### src/rtl/seg7_digit_sequencer.sv
// seg7_digit_sequencer: prescaled digit counter with pin load,
// hex 7-segment decode and a wrap-toggled decimal point.
module seg7_digit_sequencer #(
   parameter int PRESCALE   = 1000,
   parameter int MAX_DIGIT  = 15,
   parameter bit COUNT_DOWN = 1'b0
) (
   input  logic [7:0] io_in,
   output logic [7:0] io_out
);

   localparam int            PW      = $clog2(PRESCALE);
   localparam logic [PW-1:0] PS_LAST = PW'(PRESCALE - 1);
   localparam logic [3:0]    MAX_D   = 4'(MAX_DIGIT);

   typedef enum logic [1:0] {
      S_IDLE,
      S_RUN,
      S_LOAD
   } state_t;

   logic          w_clk;
   logic          w_rst;
   logic [5:0]    r_sync1;
   logic [5:0]    r_sync2;
   logic          r_load_d;
   state_t        r_state;
   state_t        w_state_nx;
   logic [PW-1:0] r_ps;
   logic [PW-1:0] w_ps_nx;
   logic [3:0]    r_digit;
   logic [3:0]    w_digit_nx;
   logic          r_dp;
   logic          w_dp_nx;
   logic [6:0]    r_seg;
   logic [6:0]    w_seg;
   logic          w_run;
   logic          w_load_rise;
   logic          w_tick;
   logic [3:0]    w_data;

   assign w_clk       = io_in[0];
   assign w_rst       = io_in[1];
   assign w_run       = r_sync2[0];
   assign w_data      = r_sync2[5:2];
   assign w_load_rise = r_sync2[1] & ~r_load_d;
   // A load edge swallows a coincident tick.
   assign w_tick      = (r_state == S_RUN) && !w_load_rise
                        && (r_ps == PS_LAST);
   assign io_out      = {r_dp, r_seg};

   // Two-flop synchronisers for run/load/data plus load edge history
   always_ff @(posedge w_clk or posedge w_rst) begin
      if (w_rst) begin
         r_sync1  <= '0;
         r_sync2  <= '0;
         r_load_d <= 1'b0;
      end else begin
         r_sync1  <= io_in[7:2];
         r_sync2  <= r_sync1;
         r_load_d <= r_sync2[1];
      end
   end

   // Next state, prescaler, digit step / load and wrap toggle
   always_comb begin
      w_state_nx = r_state;
      w_ps_nx    = r_ps;
      w_digit_nx = r_digit;
      w_dp_nx    = r_dp;
      unique case (r_state)
         S_IDLE, S_RUN: begin
            if (w_load_rise) begin
               w_state_nx = S_LOAD;
            end else if (w_run) begin
               w_state_nx = S_RUN;
            end else begin
               w_state_nx = S_IDLE;
            end
         end
         S_LOAD: begin
            w_state_nx = w_run ? S_RUN : S_IDLE;
            w_ps_nx    = '0;
            w_digit_nx = (w_data > MAX_D) ? MAX_D : w_data;
         end
         default: w_state_nx = S_IDLE;
      endcase
      if ((r_state == S_RUN) && !w_load_rise) begin
         w_ps_nx = w_tick ? '0 : r_ps + 1'b1;
      end
      if (w_tick) begin
         if (COUNT_DOWN) begin
            if (r_digit == 4'd0) begin
               w_digit_nx = MAX_D;
               w_dp_nx    = ~r_dp;
            end else begin
               w_digit_nx = r_digit - 4'd1;
            end
         end else begin
            if (r_digit == MAX_D) begin
               w_digit_nx = 4'd0;
               w_dp_nx    = ~r_dp;
            end else begin
               w_digit_nx = r_digit + 4'd1;
            end
         end
      end
   end

   // Hex digit to {g,f,e,d,c,b,a}
   always_comb begin
      w_seg = 7'h71;
      case (r_digit)
         4'h0:    w_seg = 7'h3F;
         4'h1:    w_seg = 7'h06;
         4'h2:    w_seg = 7'h5B;
         4'h3:    w_seg = 7'h4F;
         4'h4:    w_seg = 7'h66;
         4'h5:    w_seg = 7'h6D;
         4'h6:    w_seg = 7'h7D;
         4'h7:    w_seg = 7'h07;
         4'h8:    w_seg = 7'h7F;
         4'h9:    w_seg = 7'h6F;
         4'hA:    w_seg = 7'h77;
         4'hB:    w_seg = 7'h7C;
         4'hC:    w_seg = 7'h39;
         4'hD:    w_seg = 7'h5E;
         4'hE:    w_seg = 7'h79;
         default: w_seg = 7'h71;
      endcase
   end

   // State, prescaler, digit, dp and registered segment outputs
   always_ff @(posedge w_clk or posedge w_rst) begin
      if (w_rst) begin
         r_state <= S_IDLE;
         r_ps    <= '0;
         r_digit <= 4'd0;
         r_dp    <= 1'b0;
         r_seg   <= 7'h3F;
      end else begin
         r_state <= w_state_nx;
         r_ps    <= w_ps_nx;
         r_digit <= w_digit_nx;
         r_dp    <= w_dp_nx;
         r_seg   <= w_seg;
      end
   end

endmodule

### config.mk
export PLATFORM = sky130hd
export DESIGN_NAME = seg7_digit_sequencer
export DESIGN_NICKNAME = d
export VERILOG_FILES = /design/src/rtl/seg7_digit_sequencer.sv
export SDC_FILE = /design/constraint.sdc
export NUM_CORES = 1
export LEC_CHECK = 0
export CORE_MARGIN = 4
export CORE_UTILIZATION = 50
export DETAILED_ROUTE_END_ITERATION = 10
export GPL_ROUTABILITY_DRIVEN = 1
export GPL_TIMING_DRIVEN = 0
export MAX_ROUTING_LAYER = met4
export PLACE_DENSITY = 0.85
export SLEW_MARGIN = 0
export SYNTH_ARGS = -nofsm -noshare
export SYNTH_HDL_FRONTEND = slang
export SYNTH_SLANG_ARGS = --single-unit
### constraint.sdc
create_clock -name io_in -period 1.6 [get_ports io_in]
set_input_delay 0.16 -clock io_in [delete_from_list [all_inputs] [get_ports io_in]]
set_output_delay 0.16 -clock io_in [all_outputs]
set_load 0.005 [all_outputs]
==> impl_metrics.csv, run 1 <==
group,metric,value,unit
sta,setup_ws,-27.6,ps
pwr,p_switching,1.75,mW
sta,worstMarginPinSlew,404,ps
synth,synth_top_area_share,44.7,%
synth,ys_warn_count,0,
sta,max_slew_margin,73.1,%
floorplanning,rows,21,
setup_path,slowest_stage,"dfrtp_1",
pwr,p_sw_share,48.0,%
sta,hold_slack,-335,ps
setup_path,cp-start-kind,"flop",
pwr,powerDensity,1460,nW/um^2
route,drc,0,
setup_path,ff2ff_path_depth,6,
route,vias,1537,
sta,tns,-84.7,ps
route,ant_nets,0,
cells_and_area,stdcell_area,2480,sq um
placement,portBuffers,8,
clock_tree,cts_tree,"yes",
worst_hold_path,hp-start,"io_in[7]",
placement,dpl.hpwl,2160,um
flow_run,cap_violations,0,
synth,yosysSeqAreaShare,53.8,%
global_route,grt_pass1_wl,7000,um
setup_path,critPathRequiredTime,1830,ps
worst_hold_path,whs_endpoint,"r_sync1[5]",
cells_and_area,seq_area,940,sq um
cells_and_area,post-route-util,74.5,%
placement,place_area,1880,sq um
synth,synth_nets,179,
global_route,antenna_found_initial,0,
floorplanning,die_h,66.9,um
worst_hold_path,hp-class,"clk -> reg",
route,routed_wirelength,4370,um
cells_and_area,fin_cells,276,
global_route,grt_pass1_vias,1776,
status,violations,"hold timing, setup timing",
synth,yosys-top-cells-area,"dfrtp_1, dfstp_2, ha_1",
synth,synth.largest_area_cell,"dfrtp_1",
sta,period_needed,1630,ps
setup_path,crit_path_frequent_cell,"o211ai_1",
setup_path,crit_chain,"ha_4 -> nand4b_1 -> or3_4 -> buf_6 -> o211ai_1 -> o211ai_1",
clock_tree,clk_latency,350,ps
cells_and_area,fill_cells,209,
synth,synth_cell_types,42,
floorplanning,dieArea,4480,sq um
pwr,p_total,3.64,mW
sta,fmax,0.614,GHz
route,vias_per_cell,5.57,
floorplanning,fp.dieW,66.9,um
clock_tree,holdBufCountCts,0,
pwr,peakVddDrop,0.00176,V
setup_path,crit_fanout,5,
route,dr.pass1.iters,4,
setup_path,worst-setup-path-type,"reg -> reg",
pwr,power_frac_seq,26.5,%
pwr,cellLeakagePower,0.952,nW
pwr,clkPwrFrac,73.5,%
setup_path,critPathCaptureType,"flop",
floorplanning,initial_core_util,52.0,%
pwr,comb_power_share,0,%
global_route,grt_max_degree,14,
global_route,grt_util_all_layers,23.9,%
setup_path,r2r-start,"r_ps[0]",
floorplanning,pin_count,16,
setup_path,rrSetupSlack,-30,ps
cells_and_area,nNetsFinal,243,
sta,finalHoldViolCount,6,
route,wl_per_cell,15.8,um
clock_tree,clkSlewWorstSetupHoldPaths,120,ps
sta,drv_slew,0,
placement,dp_slack,-76.2,ps
sta,setup_viol,4,
cells_and_area,syn_to_final_growth,43.2,%
sta,rsz0062_at_grt,"yes",
global_route,grt_overflow_total,0,
synth,yosys_register_bits,37,
setup_path,max_stage_delay,420,ps
synth,avgSynthCellArea,10.7,sq um
synth,syn_inst,162,
cells_and_area,multi_input_area,793,sq um
synth,synth_area,1740,sq um
status,status,"finished, violations left",
setup_path,arrival,1860,ps
cells_and_area,layout-drive-gt1-share,40.9,%
placement,dp.cells,216,
pwr,p_int,1.89,mW
route,detail_route.iter0.violations,61,
setup_path,r2r_end,"r_digit[1]",
cells_and_area,antenna_cells,0,
floorplanning,core,3340,sq um
sta,fin_crit_sh,102,%
placement,place_congestion,0.848,
sta,skew,10.3,ps
worst_hold_path,holdPathStages,0,
repair_timing:
action / CTS / global route
setup buffers: 5 / 2
setup endpoints to repair: 10 / 19
pin swaps: 8 / 3
gates cloned: 1 / 0
gates resized for setup: 6 / 20
area by class of cell:
| type | count | area share (%) |
|---|---|---|
| Buffer | 7 | 1.76 |
| Clock buffer | 11 | 3.58 |
| Clock inverter | 42 | 15.9 |
| Inverter | 6 | 0.906 |
| Multi-Input combinational cell | 111 | 31.9 |
| Sequential cell | 37 | 37.8 |
| Tap cell | 46 | 2.32 |
| Timing Repair Buffer | 16 | 5.79 |
routing by layer:
metal	up-vias	part of all wire, %	GRT usage, %
met5	-	0	-
met4	0	4.2	27.1
met3	20	8.2	18.5
met2	70	49	31.3
met1	745	38	19.5
li1	702	-	-
registers in the layout (all words and copies together) (netlist names):
signal	flops
r_state	2
r_digit	4
r_ps	10
r_dp	1
r_seg	7
r_sync2	6
r_load_d	1
r_sync1	6
placed cells by master (no fill, tap or decap), types with 3 or more instances in the layout:
master           instances
nand3_1                  8
nand2_1                 21
o211ai_1                 7
nor2_1                   4
clkbuf_4                10
nand2b_1                 3
clkinvlp_4              38
ha_1                     8
a22oi_1                  3
o21ai_0                  8
clkdlybuf4s50_1          8
dfrtp_1                 26
dfrtp_2                  5
buf_4                    9
nor3_1                   3
nor2b_1                  5
dfstp_2                  6
inv_1                    6
how the worst max path moves through the flow:
stage	from	endpoint	slack, ps
final	r_ps[0]	r_digit[1]	-30
after global routing	r_ps[0]	r_ps[7]	-80
after CTS	r_ps[1]	r_digit[2]	-30
after detailed placement	r_ps[0]	r_digit[2]	-80
after global placement	r_ps[0]	r_digit[2]	-60
after floorplan	r_ps[0]	r_digit[0]	80
power by group through the flow:
| stage | Clock (mW) | Sequential, mW | Combinational (mW) |
|---|---|---|---|
| global placement | 0.281 | 0.985 | 0.000000306 |
| floorplan | 0.281 | 0.985 | 0.000000279 |
| finish | 2.67 | 0.963 | 0.000000358 |
| CTS | 2.78 | 0.963 | 0.000000335 |
| global route | 2.95 | 0.963 | 0.000000358 |
| detailed placement | 0.281 | 0.985 | 0.000000306 |
cell families after synthesis:
group,Yosys count,synth area share [%]
compound gates,33,13.0
fa+ha+maj,9,6.49
mux,1,1.30
flops,37,53.8
simple gates,66,20.7
buf+inv,14,3.75
xor+xnor,2,1.01
synthesized netlist by cell type, drive strengths merged:
| cell type | number |
|---|---|
| ha | 9 |
| a22oi | 3 |
| nor2 | 5 |
| dfstp | 6 |
| a211o | 1 |
| buf | 3 |
| or3 | 3 |
| mux4 | 1 |
| a32o | 1 |
| or2 | 3 |
| nor2b | 6 |
| xnor2 | 1 |
| nor3 | 5 |
| a31oi | 2 |
| o32a | 1 |
| a211oi | 1 |
| a21oi | 3 |
| o21bai | 1 |
| o21ai | 9 |
| nand4b | 1 |
| xor2 | 1 |
| clkbuf | 4 |
| a221oi | 2 |
| o21a | 1 |
| and2 | 2 |
| nor4 | 1 |
| or4 | 2 |
| nand2 | 23 |
| inv | 7 |
| nand4 | 2 |
| nand2b | 3 |
| dfrtp | 31 |
| o211ai | 7 |
| nand3 | 9 |
| o311ai | 1 |
| nor4b | 1 |
critical path: cells and delay by family, from the launching register on:
family / cells / cell delay [ps]
buffers and inverters: 1 / 150
DFF: 1 / 420
and+or+nand+nor: 2 / 490
adders and majority gates: 1 / 160
AOI/OAI and AO/OA: 2 / 270
Note: power is estimated with default switching activity, not from simulation.
==> inputs of run 2 (changes only) <==
--- a/config.mk
+++ b/config.mk
@@ -5,7 +5,7 @@
 export SDC_FILE = /design/constraint.sdc
 export NUM_CORES = 1
 export LEC_CHECK = 0
-export CORE_MARGIN = 4
+export CORE_MARGIN = 1
 export CORE_UTILIZATION = 50
 export DETAILED_ROUTE_END_ITERATION = 10
 export GPL_ROUTABILITY_DRIVEN = 1
==> run 2 against run 1 <==
  * The run still ends with hold timing, setup timing left
  * Non-clock buffer count grew 4
  * Highest routed layer unchanged
  * Routed wire length grew 20%
  * Critical path depth is the same
  * Largest cell class unchanged
  * Sequential power barely moved
==> impl_metrics.csv, run 2 (synthesized netlist as in run 1, its figures left out) <==
group,metric,value,unit
clock_tree,cts_tree,"yes",
setup_path,arrival,1970,ps
setup_path,path_delay_family,"simple AND/OR/NAND/NOR gates",
worst_hold_path,hp-class,"clk -> reg",
setup_path,cp-start-kind,"flop",
setup_path,crit_cells,6,
worst_hold_path,hp-start,"io_in[2]",
setup_path,critPathCaptureType,"flop",
route,vias,1688,
placement,dp.cells,216,
route,wl_per_cell,18.7,um
cells_and_area,regMostFlops,"r_ps",
placement,portBuffers,8,
cells_and_area,largest_registers,"r_ps: 10 flops, r_seg: 7 flops",
setup_path,crit_fanout,5,
clock_tree,clk_latency,370,ps
setup_path,slowest_stage,"dfrtp_1",
route,vias_per_cell,6.03,
global_route,grt_pass1_vias,1705,
cells_and_area,layout-drive-gt1-share,41.0,%
placement,place_area,1880,sq um
floorplanning,dieArea,3710,sq um
floorplanning,fp.dieW,60.9,um
setup_path,r2r-start,"r_ps[1]",
sta,fin_crit_sh,108,%
route,wl_met1,1980,um
sta,max_slew_margin,62.5,%
sta,skew,12.8,ps
setup_path,worst-setup-path-type,"reg -> reg",
sta,worstMarginPinSlew,562,ps
floorplanning,initial_core_util,52.0,%
cells_and_area,final_common_cell,"clkinvlp_4",
cells_and_area,fin_cells,280,
cells_and_area,fill_cells,203,
cells_and_area,stdcell_area,2530,sq um
sta,setup_ws,-124,ps
route,ant_nets,0,
setup_path,critPathRequiredTime,1850,ps
worst_hold_path,holdPathStages,0,
cells_and_area,antenna_cells,0,
sta,rsz0062_at_grt,"yes",
global_route,grt_pass1_wl,7040,um
route,detail_route.iter0.violations,162,
sta,drv_slew,0,
cells_and_area,largest_register_ffs,10,
clock_tree,holdBufCountCts,0,
route,routed_wirelength,5250,um
placement,dpl.hpwl,2190,um
status,violations,"hold timing, setup timing",
global_route,antenna_found_initial,0,
cells_and_area,nNetsFinal,247,
route,highest_layer,"met4",
setup_path,max_stage_delay,460,ps
setup_path,crit_path_frequent_cell,"o211ai_1",
global_route,grt_max_degree,14,
flow_run,cap_violations,0,
pwr,cellLeakagePower,0.991,nW
placement,place_congestion,0.864,
setup_path,crit_path_start,"r_ps[1]",
sta,finalHoldViolCount,6,
setup_path,crit_chain,"ha_4 -> nand4b_1 -> or3_4 -> buf_6 -> o211ai_1 -> o211ai_1",
floorplanning,pin_count,16,
sta,period_needed,1720,ps
setup_path,ff2ff_path_depth,6,
floorplanning,rows,21,
setup_path,crit_buf_inv,1,
pwr,powerDensity,1450,nW/um^2
setup_path,rrSetupSlack,-120,ps
global_route,grt_util_all_layers,30.3,%
route,wl_met2,2400,um
sta,setup_viol,13,
route,wl_met3,579,um
sta,fmax,0.580,GHz
floorplanning,core,3340,sq um
global_route,grt_overflow_total,0,
floorplanning,die_h,60.9,um
status,status,"finished, violations left",
route,dr.pass1.iters,5,
cells_and_area,syn_to_final_growth,45.7,%
pwr,peakVddDrop,0.00137,V
clock_tree,clkSlewWorstSetupHoldPaths,130,ps
route,drc,0,
sta,hold_slack,-345,ps
cells_and_area,layout_common_cells,"clkinvlp_4, dfrtp_1, nand2_1",
-- run 2: cell types whose count changed in the layout (fill, tap and decap cells not counted), sizes merged --
cell	change
buf	+4
clkbuf	-1
clkinv	+1
-- run 2: layout make-up --
type / count / area (sq um) / share of cell area [%]
buffer: 7 / 43.8 / 1.73
clock buffer: 10 / 75.1 / 2.97
clock inverter: 43 / 404 / 16.0
inverter: 6 / 22.5 / 0.891
multi-input combinational: 111 / 813 / 32.2
sequential: 37 / 937 / 37.1
tap: 46 / 57.6 / 2.28
timing repair buffer: 20 / 175 / 6.93
-- run 2: through the flow --
step / hold WS, ps / setup WS [ps] / power [mW] / util (%) / TNS (ps)
after detailed placement: 31.4 / -98.7 / 1.27 / 56.2 / -420
after floorplan: 31.4 / 75.8 / 1.27 / - / 0
after global placement: 31.4 / -59.3 / 1.27 / 56.2 / -180
after CTS: -343 / -39.0 / 3.70 / 72.7 / -59.5
after global routing: -363 / -171 / 3.93 / 75.8 / -1350
final: -345 / -124 / 3.67 / 75.8 / -902
-- run 2: worst paths after layout --
path	endpoint
max in group asynchronous	r_seg[4]
setup reg to reg	r_digit[0]
hold / removal	r_sync1[0]
hold reg to reg	r_sync2[2]
min in group asynchronous	r_sync2[0]
setup / recovery	r_digit[0]
-- run 2: power breakdown --
group	switching [mW]	leakage [nW]	internal [mW]	total (mW)
Combinational	0	0.397	0	0.000000397
Clock	1.82	0.102	0.888	2.71
Sequential	0	0.492	0.963	0.963
-- run 2: worst reg2reg max path, stage by stage, from the launching register on --
cell      delay (ps)
dfrtp_1          460
ha_4             170
nand4b_1         140
or3_4            370
buf_6            150
o211ai_1         190
o211ai_1         140
-- run 2: routing by layer --
layer	vias to the layer above	track usage, %
met1	810	27.5
met4	0	27.9
met2	129	39.4
li1	709	-
met5	-	-
met3	40	23.7
-- run 2: what timing repair did --
action,in CTS,in global routing
pin swaps,8,12
cloned,1,0
endpoints found under the setup margin,12,15
setup buffers,6,5
hold endpoints to repair,0,0
resized for setup,6,22
